==> src/rtl/pc_fetch_unit.sv <==
// PC register and fetch sequencer closing the loop with pc_src_mux: IDLE/RUN/DONE control,
// saturating fetch counter. Optional misaligned-PC fault check enabled by PC_ALIGN_CHECK_EN.
module pc_fetch_unit #(
   parameter int unsigned PC_WIDTH    = 32,
   parameter int unsigned PC_STEP     = 32'd4,
   parameter logic [8:0]  HALT_OPCODE = 9'h1FF
) (
   input  logic                clk,
   input  logic                rst_n,
   input  logic                start,
   input  logic [PC_WIDTH-1:0] start_pc,
   input  logic                stall,
   input  logic [PC_WIDTH-1:0] pc_in,
   input  logic [8:0]          instruction,
   output logic [PC_WIDTH-1:0] pc,
   output logic [PC_WIDTH-1:0] next_pc,
   output logic                fetch_valid,
   output logic                done,
   output logic                fault,
   output logic [31:0]         instr_count
);

   typedef enum logic [1:0] {
      ST_IDLE = 2'd0,
      ST_RUN  = 2'd1,
      ST_DONE = 2'd2
   } state_e;

   state_e              state_q, state_d;
   logic [PC_WIDTH-1:0] pc_q, pc_d;
   logic [31:0]         cnt_q, cnt_d;
   logic [31:0]         cnt_inc_s;
   logic                fault_q, fault_d;
   logic                is_halt_s;

   assign is_halt_s = (instruction == HALT_OPCODE);
   // The counter sticks at all-ones rather than wrapping back to zero.
   assign cnt_inc_s = (cnt_q == 32'hFFFF_FFFF) ? cnt_q : (cnt_q + 32'd1);

   // State register, PC, counter and fault flag.
   always_ff @(posedge clk or negedge rst_n) begin
      if (!rst_n) begin
         state_q <= ST_IDLE;
         pc_q    <= '0;
         cnt_q   <= 32'd0;
         fault_q <= 1'b0;
      end else begin
         state_q <= state_d;
         pc_q    <= pc_d;
         cnt_q   <= cnt_d;
         fault_q <= fault_d;
      end
   end

   // Next-state logic: start, stall, halt and (optionally) alignment fault.
   always_comb begin
      state_d = state_q;
      pc_d    = pc_q;
      cnt_d   = cnt_q;
      fault_d = fault_q;
      case (state_q)
         ST_IDLE, ST_DONE: begin
            if (start) begin
               state_d = ST_RUN;
               pc_d    = start_pc;
               cnt_d   = 32'd0;
               fault_d = 1'b0;
            end else begin
               state_d = state_q;
            end
         end
         ST_RUN: begin
            // Stall beats halt; start is ignored while running.
            if (stall) begin
               state_d = ST_RUN;
            end else if (is_halt_s) begin
               state_d = ST_DONE;
               cnt_d   = cnt_inc_s;
            end else begin
               cnt_d = cnt_inc_s;
`ifdef PC_ALIGN_CHECK_EN
               if (pc_in[1:0] != 2'b00) begin
                  fault_d = 1'b1;
                  state_d = ST_DONE;
               end else begin
                  pc_d = pc_in;
               end
`else
               pc_d = pc_in;
`endif
            end
         end
         default: begin
            state_d = ST_IDLE;
            pc_d    = '0;
            cnt_d   = 32'd0;
            fault_d = 1'b0;
         end
      endcase
`ifndef PC_ALIGN_CHECK_EN
      fault_d = 1'b0;
`endif
   end

   assign pc          = pc_q;
   assign next_pc     = pc_q + PC_WIDTH'(PC_STEP);
   assign fetch_valid = (state_q == ST_RUN);
   assign done        = (state_q == ST_DONE);
   assign fault       = fault_q;
   assign instr_count = cnt_q;

endmodule

==> config.mk <==
export PLATFORM = sky130hd
export DESIGN_NAME = pc_fetch_unit
export DESIGN_NICKNAME = d
export VERILOG_FILES = /design/src/rtl/pc_fetch_unit.sv
export SDC_FILE = /design/constraint.sdc
export NUM_CORES = 1
export LEC_CHECK = 0
export CORE_ASPECT_RATIO = 1.75
export CORE_MARGIN = 3
export CORE_UTILIZATION = 43
export CTS_CLUSTER_DIAMETER = 100
export DETAILED_ROUTE_END_ITERATION = 6
export PLACE_DENSITY = 0.81
export SYNTH_ARGS = -nofsm -noshare
export SYNTH_HDL_FRONTEND = slang
export SYNTH_SLANG_ARGS = --single-unit
==> constraint.sdc <==
create_clock -name clk -period 2.45 [get_ports clk]
set_input_delay 0.245 -clock clk [delete_from_list [all_inputs] [get_ports clk]]
set_output_delay 0.245 -clock clk [all_outputs]
set_load 0.1 [all_outputs]
==> summary.md, run 1 <==
| Metric | Value |
|---|---|
| Final hold slack | 0.0863 ns |
| Chip Width | 79.4 um |
| Top cells by area, synth | dfrtp_1 (41%), a21oi_1 (8.4%), nor2b_1 (5.1%) |
| Grt met1 use | 29.0% |
| Worst path cell trace | nand4_1 -> buf_6 -> nor4_4 -> buf_6 -> buf_6 -> nand4_1 -> xnor2_4 -> buf_12 |
| Primary FF master, synth | dfrtp_1 |
| Antenna violations before repair | 0 |
| Pwr dens | 993 mW/mm^2 |
| Post-synth cell types | 47 |
| DR iter-0 viols | 188 |
| Global route overflow | 0 |
| RR Endpoint | instr_count[2] |
| Num CTS Buffers | 9 |
| Endpoints failing setup | 0 |
| Core area | 0.00915 sq mm |
| Peak VDD IR | 0.844 mV |
| Number of nets in the layout | 755 |
| Status | completed |
| Slew Viols, Final | 0 |
| CP max stage cell | dfrtp_4 |
| Final hold violations | 0 |
| Height of the die | 134 um |
| Row cnt | 46 |
| Post-Syn Area | 0.00406 sq mm |
| Top delay family on crit path | buffers and inverters |
| Post-synth EDFFs | 0 |
| Hold Buf Count CTS | 0 |
| Max-Cap Viols | 0 |
| DP HPWL | 10500 um |
| Busiest grt layer | met2 |
| Post-Syn Instances | 491 |
| Routability congestion estimate | 0.848 |
| Sink Count | 66 |
| Pin count of the biggest net entering global routing | 67 |
| Synthesized flop and latch total | 66 |
| Worst-Skew Late Latency | 0.33 ns |
| First drt pass iteration count | 4 |
| Path depth of the worst reg2reg path | 6 |
| Clock tree buffer depth | 2 |
| Vias/cell | 5.64 |
| Starting density of the core | 44.3% |
| Crit Path Class | reg -> out |
| Syn Nets | 570 |
| Synth top cells by count | a21oi_1 (68), dfrtp_1 (66), nor2_1 (51) |
| WP data required | 2.20 ns |
| Total power | 0.00702 W |
| Crit-path max FO | 4 |
| GRT met2 Usage | 49.3% |
| Worst setup SP type | register |
| RSZ-0062 raised after global routing | true |
| WL/cell | 17.6 um |
| CP Buf/Inv Count | 4 |
| Async S/R FF share, synth | 100% |
| DR vias | 4520 |
| CTS root buf | clkbuf_16 |
| H-tree Lvls | 3 |
| Syn_area_per_cell | 8.26 sq um |
| CTS tree | done |
| R2R setup slack | 0.24 ns |
| Yosys warns | 0 |
| Diode count | 0 |
| Drc violations | 0 |
| Area leader, netlist | dfrtp_1 |
| Die ar. | 0.0107 sq mm |
| Met3 usage in global routing | 5.87% |
| FF-to-FF Start | instr_count[0] |
| Final WL | 14100 um |
| Layout area overhead | 74.4% |
| Critical Path End Type | output pin |
| Tightest Hold Check Type | in -> async |
| I/O pin total | 176 |
| Post-synthesis sequential area ratio | 40.7% |
| Maximum operating frequency | 419 MHz |
| Crit path DAT | 2.14 ns |
| Top-count cell post-synth | a21oi_1 |
| Tot GR Track Use | 26.9% |
| Clk slew on worst S/H paths | 0.06 ns |
| Slowest stage delay, CP | 0.40 ns |
| Number of nets with antenna violations after routing | 0 |
| First-pass GRT wire length | 22600 um |
| Max_slew headroom | 28.3% |
| Fin crit share | 97.5% |
| Number of I/O port buffers | 174 |
| Lkg Pwr | 2.82 nW |
| CP dominant cell by count | buf_6 |
| Share of layout cells above drive strength 1 | 34.8% |
| Worst Skew | 0.00916 ns |
| Worst-margin pin slew | 1.08 ns |
| Yosys top cell area share | 40.7% |
| Final min period | 2.39 ns |
| Vias in the first global route | 4552 |
==> cell usage in the layout, fill, tap and decap left out, types with 3 or more instances in the layout <==
cell type	synthesis	final
inv_1	8	8
buf_4	3	100
o31ai_1	18	18
a41oi_1	4	4
clkbuf_16	0	9
or3_1	3	3
o21ai_1	4	4
and3_1	12	10
xor2_4	0	4
nor2b_1	33	33
buf_12	0	26
a31oi_1	9	9
o21ai_0	27	27
clkdlybuf4s50_1	0	75
nand3_1	31	27
xor2_2	0	4
a21oi_1	68	68
dfrtp_4	0	7
and4_1	4	4
nor2_1	51	50
nor3_1	8	7
dfrtp_2	0	37
dfrtp_1	66	22
nand4_1	15	15
nand3_4	1	5
buf_6	2	3
xnor2_4	0	18
clkbuf_1	14	3
nand2_1	35	32
o41ai_1	5	5
==> what timing repair did <==
| action | 4_1_cts | 5_1_grt |
|---|---|---|
| endpoints found under the setup margin | 12 | 9 |
| setup buffers | 12 | 2 |
| hold endpoints to repair | 0 | 0 |
| pin swaps | 7 | 8 |
| resized for setup | 8 | 7 |
==> flip-flops by register name, summed over array words and instances (netlist names) <==
name,cells
pc,32
instr_count,32
state_q,2
==> routing by layer <==
| layer | up-vias | part of all wire [%] |
|---|---|---|
| met1 | 2143 | 35 |
| met4 | 0 | 3.7 |
| met5 | - | 0 |
| met2 | 206 | 55 |
| met3 | 44 | 6.1 |
| li1 | 2127 | - |
==> final cells by class <==
| type | instances | area [sq um] |
|---|---|---|
| inverters | 9 | 33.8 |
| repair buffers | 205 | 2060 |
| clock buffers | 13 | 250 |
| fillers | 577 | 2080 |
| multi-input cells | 385 | 2810 |
| clock inverters | 3 | 40.0 |
| well taps | 120 | 150 |
| flip-flops and latches | 66 | 1720 |
==> report_power, final <==
group	internal [W]	switching (W)	total, W	leakage (nW)
Clock	0.000812	0.000451	0.00126	0.144
Sequential	0.00129	0.000349	0.00164	0.752
Combinational	0.00116	0.00296	0.00411	1.92
Total	0.00326	0.00376	0.00702	2.82
==> cell families after synthesis <==
group | share of synthesized area, %
AOI/OAI and AO/OA | 21.1
DFF | 40.7
buffers and inverters | 4.66
muxes | 0.494
and+or+nand+nor | 26.2
adders and majority gates | 0.617
xor gates and xnor gates | 6.05
other | 0.0924
==> through the flow <==
step	area, sq um	TNS (ns)	utilization [%]	std cells	worst slack, ns
final	7070	0	77.3	801	0.0610
after detailed placement	6600	0	72.1	771	0.128
after global placement	6600	0	72.1	771	0.164
after floorplan	4660	-2.78	-	491	-0.354
after global routing	7070	-0.204	77.3	801	-0.0606
after CTS	7020	-0.0158	76.7	799	-0.00777
==> worst reg2reg max path, cell delays in order, from the launching register on <==
cell	delay (ns)
dfrtp_2	0.41
ha_1	0.24
nand4_1	0.15
or3_1	0.42
or3_4	0.42
nand3_4	0.29
o21ai_1	0.15
==> how the worst max path moves through the flow <==
stage               startpoint           to  slack (ns)  cells after the start
floorplan               pc[17]  next_pc[27]       -0.35                      4
global placement         pc[4]  next_pc[27]        0.16                      6
detailed placement       pc[4]  next_pc[20]        0.13                      7
CTS                     pc[11]  next_pc[29]      -0.008                      6
global route             pc[4]  next_pc[24]       -0.06                      8
finish                   pc[4]  next_pc[24]        0.06                      8
No activity file was read; power rests on OpenSTA's default activity.
==> run 2, diff against run 1 <==
--- a/config.mk
+++ b/config.mk
@@ -5,6 +5,7 @@
 export SDC_FILE = /design/constraint.sdc
 export NUM_CORES = 1
 export LEC_CHECK = 0
+export CAP_MARGIN = 0
 export CORE_ASPECT_RATIO = 1.75
 export CORE_MARGIN = 3
 export CORE_UTILIZATION = 43
==> results of run 2 <==
Final layout, timing and power as in run 1 (identical DEF).
